File: config.mk
export PLATFORM = sky130hd
export DESIGN_NAME = approx_mul_err_eval
export DESIGN_NICKNAME = d
export VERILOG_FILES = /design/src/rtl/approx_mul_err_eval.sv
export SDC_FILE = /design/constraint.sdc
export NUM_CORES = 1
export LEC_CHECK = 0
export ABC_AREA = 1
export BUFFER_PORTS_ARGS = -buffer_cell sky130_fd_sc_hd__buf_2
export CAP_MARGIN = 20
export CORE_MARGIN = 2
export CORE_UTILIZATION = 45
export CTS_CLUSTER_SIZE = 12
export DETAILED_ROUTE_END_ITERATION = 16
export RECOVER_POWER = 25
export SYNTH_ARGS = -nofsm -noshare
export SYNTH_HDL_FRONTEND = slang
export SYNTH_SLANG_ARGS = --single-unit
File: constraint.sdc
create_clock -name clk -period 13.61 [get_ports clk]
set_clock_uncertainty 0.15 [all_clocks]
set_input_delay 0.6805 -clock clk [delete_from_list [all_inputs] [get_ports clk]]
set_output_delay 0.6805 -clock clk [all_outputs]
set_load 0.05 [all_outputs]
File: src/rtl/approx_mul_err_eval.sv
// Exhaustive 8x8 sweep that drives an approximate multiplier and accumulates
// error statistics (count, max, sum, first worst pair) against the exact product.
module approx_mul_err_eval #(
  parameter int unsigned LAT = 1
) (
  input  logic        clk,
  input  logic        rst,
  input  logic        start,
  input  logic        abort,
  output logic [7:0]  op_a,
  output logic [7:0]  op_b,
  input  logic [15:0] prod_in,
  output logic        busy,
  output logic        done,
  output logic [16:0] err_cnt,
  output logic [15:0] max_err,
  output logic [31:0] sum_err,
  output logic [7:0]  worst_a,
  output logic [7:0]  worst_b
);

  localparam int unsigned PD         = (LAT == 0) ? 1 : LAT;
  localparam logic [2:0]  DRAIN_LAST = (LAT == 0) ? 3'd0 : 3'(LAT - 1);

  localparam logic [1:0] S_IDLE  = 2'd0;
  localparam logic [1:0] S_RUN   = 2'd1;
  localparam logic [1:0] S_DRAIN = 2'd2;
  localparam logic [1:0] S_DONE  = 2'd3;

  logic [1:0]  state, state_nx;
  logic [15:0] idx;
  logic [2:0]  dcnt;
  logic [PD-1:0] pv;
  logic [15:0] pp [PD];

  logic        in_sweep_c, start_acc_c, kill_c, cmp_v_c, acc_en_c;
  logic [15:0] cmp_pair_c, exact_c, err_c;
  logic [16:0] diff_c;

  // idx is the pair currently presented; it also holds the last pair outside RUN
  assign op_a = idx[15:8];
  assign op_b = idx[7:0];

  assign in_sweep_c  = (state == S_RUN) || (state == S_DRAIN);
  assign start_acc_c = (state == S_IDLE) && (state_nx == S_RUN);
  assign kill_c      = in_sweep_c && abort;

  // Next-state logic
  always_comb begin
    state_nx = state;
    case (state)
      S_IDLE:  if (start && !abort) state_nx = S_RUN;
      S_RUN: begin
        if (abort)                  state_nx = S_IDLE;
        else if (idx == 16'hFFFF)   state_nx = (LAT == 0) ? S_DONE : S_DRAIN;
      end
      S_DRAIN: begin
        if (abort)                  state_nx = S_IDLE;
        else if (dcnt == DRAIN_LAST) state_nx = S_DONE;
      end
      default: state_nx = S_IDLE;
    endcase
  end

  // Comparison point: delayed pair meets the returned product
  always_comb begin
    cmp_v_c    = (LAT == 0) ? (state == S_RUN) : pv[PD-1];
    cmp_pair_c = (LAT == 0) ? idx : pp[PD-1];
    exact_c    = 16'(cmp_pair_c[15:8]) * 16'(cmp_pair_c[7:0]);
    diff_c     = (exact_c >= prod_in) ? (17'(exact_c) - 17'(prod_in))
                                      : (17'(prod_in) - 17'(exact_c));
    err_c      = 16'(diff_c);
    acc_en_c   = cmp_v_c && in_sweep_c && !abort;
  end

  // Operand-tracking pipeline matching the multiplier latency
  always_ff @(posedge clk) begin
    if (rst || start_acc_c || kill_c) begin
      pv <= '0;
    end else begin
      pv[0] <= (state == S_RUN);
      for (int k = 1; k < int'(PD); k++) pv[k] <= pv[k-1];
    end
  end

  always_ff @(posedge clk) begin
    pp[0] <= idx;
    for (int k = 1; k < int'(PD); k++) pp[k] <= pp[k-1];
  end

  // State, sweep index and accumulators
  always_ff @(posedge clk) begin
    if (rst) begin
      state   <= S_IDLE;
      busy    <= 1'b0;
      done    <= 1'b0;
      idx     <= '0;
      dcnt    <= '0;
      err_cnt <= '0;
      max_err <= '0;
      sum_err <= '0;
      worst_a <= '0;
      worst_b <= '0;
    end else begin
      state <= state_nx;
      busy  <= (state_nx == S_RUN) || (state_nx == S_DRAIN);
      done  <= (state_nx == S_DONE);
      if (start_acc_c) begin
        idx     <= '0;
        dcnt    <= '0;
        err_cnt <= '0;
        max_err <= '0;
        sum_err <= '0;
        worst_a <= '0;
        worst_b <= '0;
      end else begin
        if ((state == S_RUN) && (state_nx == S_RUN)) idx <= idx + 16'd1;
        dcnt <= (state == S_DRAIN) ? dcnt + 3'd1 : 3'd0;
        if (acc_en_c) begin
          err_cnt <= err_cnt + 17'(err_c != 16'd0);
          sum_err <= sum_err + 32'(err_c);
          if (err_c > max_err) begin
            max_err <= err_c;
            worst_a <= cmp_pair_c[15:8];
            worst_b <= cmp_pair_c[7:0];
          end
        end
      end
    end
  end

endmodule
Word level (Yosys, flattened, before mapping)
Memory sizes are Yosys's and may differ from the RTL's.
Index checks and enable logic that the tools add are counted.
{"block": "totals", "mem_bits_rw": 16, "out_inout_bits": 99, "elab_cells": 52, "mem_count": 1, "inputBits": 20, "ff_bits": 105}
{"name": "pp", "depth": 1, "width": 16, "read_ports": 1, "rd_clocked_by_memory_dff": 0, "wr": 1, "line_no": "34", "source": "logic [15:0] pp [PD];"}
{"block": "op_classes", "mul": 1, "n_lt_le_gt_ge": 2, "eq_ne": 6, "mux": 7, "add_sub_neg": 6, "n_reduce_logical": 17, "bitwise": 1}
{"cell": "adder 32 x 16 -> 32 bit", "count": 1}
{"cell": "subtractor 16 bit", "count": 2}
{"cell": "adder 17 x 1 -> 17 bit", "count": 1}
{"cell": "adder 16 x 1 -> 16 bit (second input constant)", "count": 1}
{"cell": "equality test 16 bit (second input constant)", "count": 1}
{"cell": ">= comparator 16 bit", "count": 1}
{"cell": "> comparator 16 bit", "count": 1}
{"cell": "multiplier 8 x 8 -> 16 bit", "count": 1}
{"cell": "two-way mux 16 bit", "count": 1}
{"cell": "nonzero test 16 bit", "count": 1}
{"cell": "two-way mux 2 bit", "count": 5}
{"cell": "equality test 2 bit (second input constant)", "count": 3}
{"cell": "logical AND 1 bit", "count": 6}
{"cell": "case mux 2 bit (3 select lines)", "count": 1}
{"cell": "equality test 2 x 1 -> 1 bit (second input constant)", "count": 2}
{"cell": "logical OR 1 bit", "count": 4}
{"cell": "adder 3 x 1 -> 3 bit (second input constant)", "count": 1}
{"cell": "zero test 3 bit", "count": 1}
{"cell": "OR reduction 3 bit", "count": 1}
{"cell": "zero test 2 bit", "count": 1}
{"cell": "AND reduction 2 bit", "count": 1}
{"cell": "OR reduction 2 bit", "count": 1}
{"cell": "zero test 1 bit", "count": 1}
{"cell": "NOT 1 bit", "count": 1}

Logic depth before layout (Yosys ltp)
Gate-level depths: netlist (run 1).
{"block": "depth", "ltp_word": 8, "mapped_depth": 53, "depth_no_buf": 51}

Least setup slack after synthesis (run 1)
No wires, ideal clock.
{"block": "synth_path", "path_type": "register -> register", "start": "memory pp[0][8]", "end": "register err_cnt[16]", "stages_incl_launch_ff": 50, "setup_time_ps": 115, "slack_ps": 5320, "t_arrival_ps": 8025, "path_buffers": 3, "period_less_slack_ps": 8290, "t_required_ps": 13345, "path_cell_list": "dfxtp_1 -> clkbuf_1 -> nand2_1 -> fa_1 -> fa_1 -> inv_1 -> fa_1 -> inv_1 -> fa_1 -> inv_1 -> ha_1 -> inv_1 -> nor3_1 -> nand2_1 -> o211ai_1 -> a21oi_1 -> o21ai_0 -> a21oi_1 -> [... 14 more ...] -> nand3_1 -> nor3_1 -> nand3_1 -> ha_1 -> ha_1 -> inv_1 -> nor3_1 -> nand2_1 -> nor2_1 -> nand4_1 -> nor2_1 -> and3_1 -> nand2_1 -> nor2_1 -> nand3_1 -> nor2_1 -> a21oi_1 -> o21a_1"}
{"block": "synth_between", "elab_chain_cells": 6, "word_cells_on_any_way": 8, "cone_classes": "add/sub (3); mul (1); order compare (1); mux (1); reduce/logical (1); memory (1)"}
{"item": "start, declared", "line_no": "34"}
{"item": "memory read (1 x 16 bit) *"}
{"item": "multiplier 8 x 8 -> 16 bit *", "line_no": "69", "source": "exact_c = 16'(cmp_pair_c[15:8]) * 16'(cmp_pair_c[7:0]);"}
{"item": "subtractor 16 bit (tied with other cells)", "line_no": "71", "source": ": (17'(prod_in) - 17'(exact_c));"}
{"item": "two-way mux 16 bit *", "line_no": "70", "source": "diff_c = (exact_c >= prod_in) ? (17'(exact_c) - 17'(prod_in))"}
{"item": "via diff_c[1]", "line_no": "38", "source": "logic [16:0] diff_c;"}
{"item": "nonzero test 16 bit *", "line_no": "120", "source": "err_cnt <= err_cnt + 17'(err_c != 16'd0);"}
{"item": "adder 17 x 1 -> 17 bit *", "line_no": "120"}
{"item": "end signal, assigned", "line_no": "120"}
{"item": "end, declared", "line_no": "15", "source": "output logic [16:0] err_cnt,"}
The timed path passes the listed nets; every way through them passes the cells marked *.
A chain may end at the register's enable or synchronous reset.

Final worst setup path (run 1)
Same ends and word-level chain as after synthesis.

==> flow_metrics.tcl, run 1 <==
set metrics [dict create \
    finalHoldViolations 0 \
    maxCapViolations 0 \
    path_clk_slew_ps 60 \
    antenna_found_initial 0 \
    placed_cells 1951 \
    cts-root-buf "clkbuf_16" \
    globalplace.congestion 0.907 \
    tightest_slew_ps 894 \
    post-route-min-period_ps 9440 \
    ios 119 \
    setup_violations 0 \
    critical_path_required_ps 13780 \
    synth_top_flop_cell "dfxtp_1" \
    io_buffers 118 \
    reg2reg_setup_slack_ps 4170 \
    cts_buffer_depth 2 \
    vdd_drop_max_v 0.0000695 \
    grt_overflow_total 0 \
    r2r_start "pp[0][8]" \
    start_util_pct 45.4 \
    drcViolationCount 0 \
    fp.dieW_um 157 \
    worstPathMaxFanout 23 \
    ys_ff_latch 121 \
    reg2reg_depth 48 \
    die-area_mm2 0.0247 \
    crit_type "flop to flop" \
    clock_sinks 121 \
    drtIter0Drc 530 \
    end_kind "flop" \
    maxSlewHeadroom_pct 39.7 \
    wl_per_cell_um 13.9 \
    max_freq_ghz 0.106 \
    slowest_delay_ps 550 \
    outcome "finished, final reports clean" \
    areaGrowthSynthToFinish_pct 12.0 \
    critPathTopFamily "simple AND/OR/NAND/NOR gates" \
    grt_pass1_wl_mm 44.8 \
    numCtsBuffers 17 \
    antenna_left 0 \
    crit_top_cell "inv_1" \
    ys_types 50 \
    grt_max_degree 76 \
    arrival_ps 9600 \
    clock_latency_ps 420 \
    synth_fp_nets 1723 \
    fillers 2464 \
    syn-instance-count 1561 \
    drive_above_1_share_pct 10.0 \
    grt_pass1_vias 9097 \
    placed_area_mm2 0.0113 \
    drv_slew 0 \
    fin_crit_sh_pct 69.3 \
    wirelength_mm 27.5 \
    startpoint_type "flop" \
    hp-class "flop to flop" \
    place_hpwl_mm 21.8 \
    postCtsResizedCells 0 \
    critical_path_depth 48 \
    stdcell_count 1983 \
    synth_async_sr_flop_share_pct 0 \
    pwr_density_cell_mw_per_mm2 78.4 \
    crit_start "pp[0][8]" \
    syn_area_mm2 0.0106 \
    grt_usage_pct 22.6 \
    cts_hold_buf 0 \
    cts_tree "built" \
    yosysSeqAreaShare_pct 22.9 \
    routed_via_density 4.95 \
    design_area_mm2 0.0118 \
    timing.rr.end "err_cnt[16]" \
    critPathSlowestCell "fa_1" \
    first_pass_iters 5 \
    coreArea_mm2 0.0233 \
    fin_setup_tns_ps 0 \
    cts.htree.levels 4 \
    syn_area_per_cell_um2 6.77 \
    hold-worst-slack_ps 228 \
    yosysWarningCount 0 \
    leakage_nw 6.15 \
    timing.critical_path.buf_inv 8 \
    cts_setup_buffers 0 \
    synth_edf_count 0 \
    finalPower_w 0.000928 \
    diodes 0 \
    via_count 9824 \
    die_height_um 157 \
    nets 1813 \
    crit_path_end "err_cnt[16]" \
    rows 56 \
    rsz0062_at_grt "false" \
]
metrics by stage:
step	util [%]	setup slack [ps]
floorplan	-	5320
global placement	48.6	4350
detailed placement	48.6	4200
CTS	51.1	4180
global route	50.9	3380
finish	50.9	4170
per-layer routing:
layer / part of all wire [%] / track usage, %
met1: 48 / 31.2
met2: 45 / 36.7
met3: 5.0 / 3.85
met4: 1.3 / 5.84
met5: 0 / 0
worst min-delay path by stage:
stage	from	endpoint	slack [ps]	cells past startpoint
5_1_grt	idx[13]	pp[0][13]	240	0
4_1_cts	idx[13]	pp[0][13]	230	0
3_5_place_dp	idx[13]	pp[0][13]	220	0
6_report	idx[13]	pp[0][13]	230	0
2_1_floorplan	dcnt[0]	dcnt[0]	270	1
3_3_place_gp	idx[13]	pp[0][13]	220	0
cells by family after synthesis:
kind of cell / count (synthesis) / share of synthesized area [%]
AOI/OAI and AO/OA: 221 / 11.6
xor gates and xnor gates: 37 / 3.07
adders and majority gates: 142 / 19.6
buffers and inverters: 353 / 13.5
DFF: 121 / 22.9
and+or+nand+nor: 687 / 29.4
sequential cells by signal (all words and copies together) (netlist names):
name and flops:
busy 1, cmp_v_c 1, worst_a 8, worst_b 8, state 2, max_err 16
sum_err 32, idx 16, dcnt 3, done 1, pp 16, err_cnt 17
synthesized netlist by cell type, types with 2 or more instances:
cell,number,area [µm²]
a211oi_1,4,30.0
nor2_2,6,37.5
a221oi_1,2,17.5
inv_2,6,22.5
nand2_4,7,78.8
nor2_1,144,541
buf_6,8,90.1
nand3_4,2,35.0
nand2_2,16,100
and3_1,2,12.5
nand2_1,344,1290
xnor2_1,6,52.6
fa_1,39,781
inv_1,297,1110
nor3_1,19,95.1
buf_1,4,15.0
clkbuf_1,27,101
a21o_1,3,22.5
o211ai_1,6,45.0
o21ai_1,6,30.0
nand3b_1,28,210
a21oi_1,122,611
nand4_1,16,100
o21bai_1,8,60.1
nor3b_1,3,22.5
dfxtp_1,121,2420
a31oi_1,5,31.3
nor4_1,13,81.3
nand3_2,7,70.1
xor2_1,31,272
buf_2,4,20.0
nor2_4,2,22.5
o21a_1,5,37.5
o21ai_0,53,265
buf_4,5,37.5
ha_1,103,1290
nand3_1,74,370
report_power, final:
part / internal, W / total (W) / switching [W]
Sequential: 0.000356 / 0.000357 / 0.00000144
Clock: 0.000260 / 0.000445 / 0.000184
Combinational: 0.0000383 / 0.000127 / 0.0000885
Total: 0.000654 / 0.000928 / 0.000274
final cells by class:
| class | count | area (µm²) | share of cell area (%) |
|---|---|---|---|
| clock buffers | 18 | 439 | 3.71 |
| inverters | 304 | 1140 | 9.66 |
| clock inverters | 14 | 140 | 1.18 |
| multi-input cells | 1087 | 6740 | 56.9 |
| repair buffers | 120 | 557 | 4.70 |
| well taps | 319 | 399 | 3.37 |
| flip-flops and latches | 121 | 2420 | 20.5 |
placed cells by master, fill, tap and decap left out, drive strengths merged, types with 4 or more instances in the layout:
master,Yosys,routed
nand2,367,367
inv,304,309
nor2,153,153
a21oi,124,124
dfxtp,121,121
ha,103,103
nand3,83,83
buf,22,81
o21ai,60,60
clkbuf,27,57
fa,39,39
xor2,31,31
nand3b,28,28
nor3,19,19
nand4,16,16
nor4,13,13
o21bai,8,8
o211ai,6,6
xnor2,6,6
o21a,5,5
a31oi,5,5
a211oi,4,4
clkinvlp,0,4
clkinv,0,4
worst register-to-register path, delay by kind of cell (launching register included):
family,cells,cell delay (ps)
adder cells (fa/ha/maj),8,3170
AND/OR/NAND/NOR,22,3160
AO/OA/AOI/OAI,9,1540
buffers and inverters,8,580
flip-flops,1,480
XOR/XNOR,1,270
Power figures use the tool's default switching activity.
==> run 2: changes to the inputs <==
--- a/config.mk
+++ b/config.mk
@@ -12,6 +12,7 @@
 export CORE_UTILIZATION = 45
 export CTS_CLUSTER_SIZE = 12
 export DETAILED_ROUTE_END_ITERATION = 16
+export PLACE_DENSITY = 0.66
 export RECOVER_POWER = 25
 export SYNTH_ARGS = -nofsm -noshare
 export SYNTH_HDL_FRONTEND = slang
==> constraint.sdc (replaced) <==
create_clock -name clk -period 8.04 [get_ports clk]
set_clock_uncertainty 0.15 [all_clocks]
set_input_delay 0.402 -clock clk [delete_from_list [all_inputs] [get_ports clk]]
set_output_delay 0.402 -clock clk [all_outputs]
set_load 0.05 [all_outputs]
==> flow_metrics.tcl, run 2 (synthesis gave the netlist of run 1 again) <==
set metrics [dict create \
    wl_per_cell_um 14.3 \
    grt_usage_pct 23.6 \
    wirelength_mm 30.0 \
    design_area_mm2 0.0132 \
    critPathSlowestCell "fa_1" \
    io_buffers 118 \
    crit_type "flop to flop" \
    ios 119 \
    final_common_cell "nand2_1" \
    first_pass_iters 5 \
    timing.rr.end "err_cnt[14]" \
    placed_cells 2030 \
    areaGrowthSynthToFinish_pct 25.0 \
    largest_register "sum_err" \
    path_clk_slew_ps 60 \
    nets 1918 \
    worstPathMaxFanout 6 \
    min_path_cells 2 \
    routed_via_density 5.00 \
    grt_pass1_vias 9698 \
    rows 56 \
    stdcell_count 2088 \
    grt_overflow_total 0 \
    reg2reg_setup_slack_ps 50 \
    min_to "busy" \
    hp-class "input pin to flop" \
    drv_slew 0 \
    die_height_um 157 \
    top_regs "sum_err x32, err_cnt x17" \
    antenna_found_initial 0 \
    layout_common_cells "nand2_1 (326), inv_1 (281), nor2_1 (138)" \
    largest_reg_flops 32 \
    finalPower_w 0.00158 \
    pwr_density_cell_mw_per_mm2 120 \
    cts-root-buf "clkbuf_16" \
    arrival_ps 8160 \
    r2r_start "pp[0][2]" \
    max_freq_ghz 0.125 \
    drive_above_1_share_pct 21.7 \
    clock_latency_ps 420 \
    drtIter0Drc 490 \
    cts.htree.levels 4 \
    fin_crit_sh_pct 99.4 \
    coreArea_mm2 0.0233 \
    critical_path_required_ps 8210 \
    fp.dieW_um 157 \
    antenna_left 0 \
    reg2reg_depth 49 \
    place_hpwl_mm 22.4 \
    rsz0062_at_grt "true" \
    drcViolationCount 0 \
    die-area_mm2 0.0247 \
    via_count 10437 \
    numCtsBuffers 17 \
    crit_top_cell "inv_2" \
    maxCapViolations 0 \
    diodes 0 \
    leakage_nw 6.81 \
    hp-start "rst" \
    startpoint_type "flop" \
    outcome "finished, final reports clean" \
    fin_setup_tns_ps 0 \
    end_kind "flop" \
    setup_violations 0 \
    cts_buffer_depth 2 \
    slowest_delay_ps 580 \
    clock_sinks 121 \
    grt_pass1_wl_mm 46.9 \
    start_util_pct 45.4 \
    cts_tree "built" \
    vdd_drop_max_v 0.000130 \
    post-route-min-period_ps 7990 \
    maxSlewHeadroom_pct 45.2 \
    globalplace.congestion 0.904 \
    grt_max_degree 76 \
    tightest_slew_ps 821 \
    placed_area_mm2 0.0119 \
    finalHoldViolations 0 \
]
run 2: changes by cell type in the layout (fill, tap and decap cells not counted), sizes merged:
cell | before | now
bufinv | 1 | 0
inv | 309 | 314
clkinv | 4 | 5
clkbuf | 57 | 45
nor2 | 153 | 155
nand2 | 367 | 368
dlygate4sd3 | 0 | 1
clkinvlp | 4 | 1
buf | 81 | 192
run 2: worst max-delay path by stage:
stage / startpoint / end / slack, ps / cells past startpoint
4_1_cts: pp[0][4] / err_cnt[16] / 7 / 50
5_1_grt: pp[0][8] / err_cnt[16] / -400 / 49
3_5_place_dp: pp[0][7] / err_cnt[16] / -460 / 48
2_1_floorplan: pp[0][8] / err_cnt[16] / 50 / 50
3_3_place_gp: pp[0][7] / err_cnt[16] / -180 / 48
6_report: pp[0][2] / err_cnt[14] / 50 / 49
run 2: where the power goes:
| group | leakage, nW | total, W | switching [W] | internal (W) |
|---|---|---|---|---|
| combinational | 5.55 | 0.000255 | 0.000164 | 0.0000904 |
| clock | 0.277 | 0.000725 | 0.000318 | 0.000406 |
| sequential | 0.984 | 0.000601 | 0.00000251 | 0.000599 |
| total | 6.81 | 0.00158 | 0.000485 | 0.00110 |
run 2: critical path: cells and delay by family, from the launching register on:
| kind | cells | cell delay, ps |
|---|---|---|
| XOR/XNOR | 2 | 410 |
| flip-flops | 1 | 370 |
| AO/OA/AOI/OAI | 8 | 1110 |
| AND/OR/NAND/NOR | 21 | 2190 |
| buffers and inverters | 10 | 770 |
| adder cells (fa/ha/maj) | 8 | 2880 |
run 2: metrics by stage:
stage               hold slack [ps]  util [%]  worst slack [ps]
detailed placement              234      51.3              -458
finish                         64.8      56.8              49.3
floorplan                       267         -              53.5
CTS                            50.8      54.9              6.57
global route                   65.3      56.8              -395
global placement                229      51.3              -182
run 2: layer usage:
metal  GRT usage (%)  vias up  wire (µm)
met5               0        -          0
met4            6.97        0        512
met3            4.71       35       1680
met2            39.4      233      14300
met1            30.8     4868      13500
li1                -     5301          -
run 2: what timing repair did:
| action | 4_1_cts | 5_1_grt |
|---|---|---|
| pin swaps | 38 | 70 |
| setup buffers | 9 | 12 |
| gates resized for setup | 54 | 95 |
| gates cloned | 2 | 2 |
| setup endpoints to repair | 43 | 67 |
| endpoints found under the hold margin | 1 | 0 |
| hold buffers | 1 | 0 |
run 2: layout make-up:
type / count / area, µm²
tap: 319 / 399
inverter: 304 / 1150
sequential: 121 / 2460
fill: 2273 / 10100
clock inverter: 15 / 133
multi-input combinational: 1090 / 7230
timing repair inverter: 1 / 6.26
clock buffer: 17 / 425
timing repair buffer: 221 / 1400
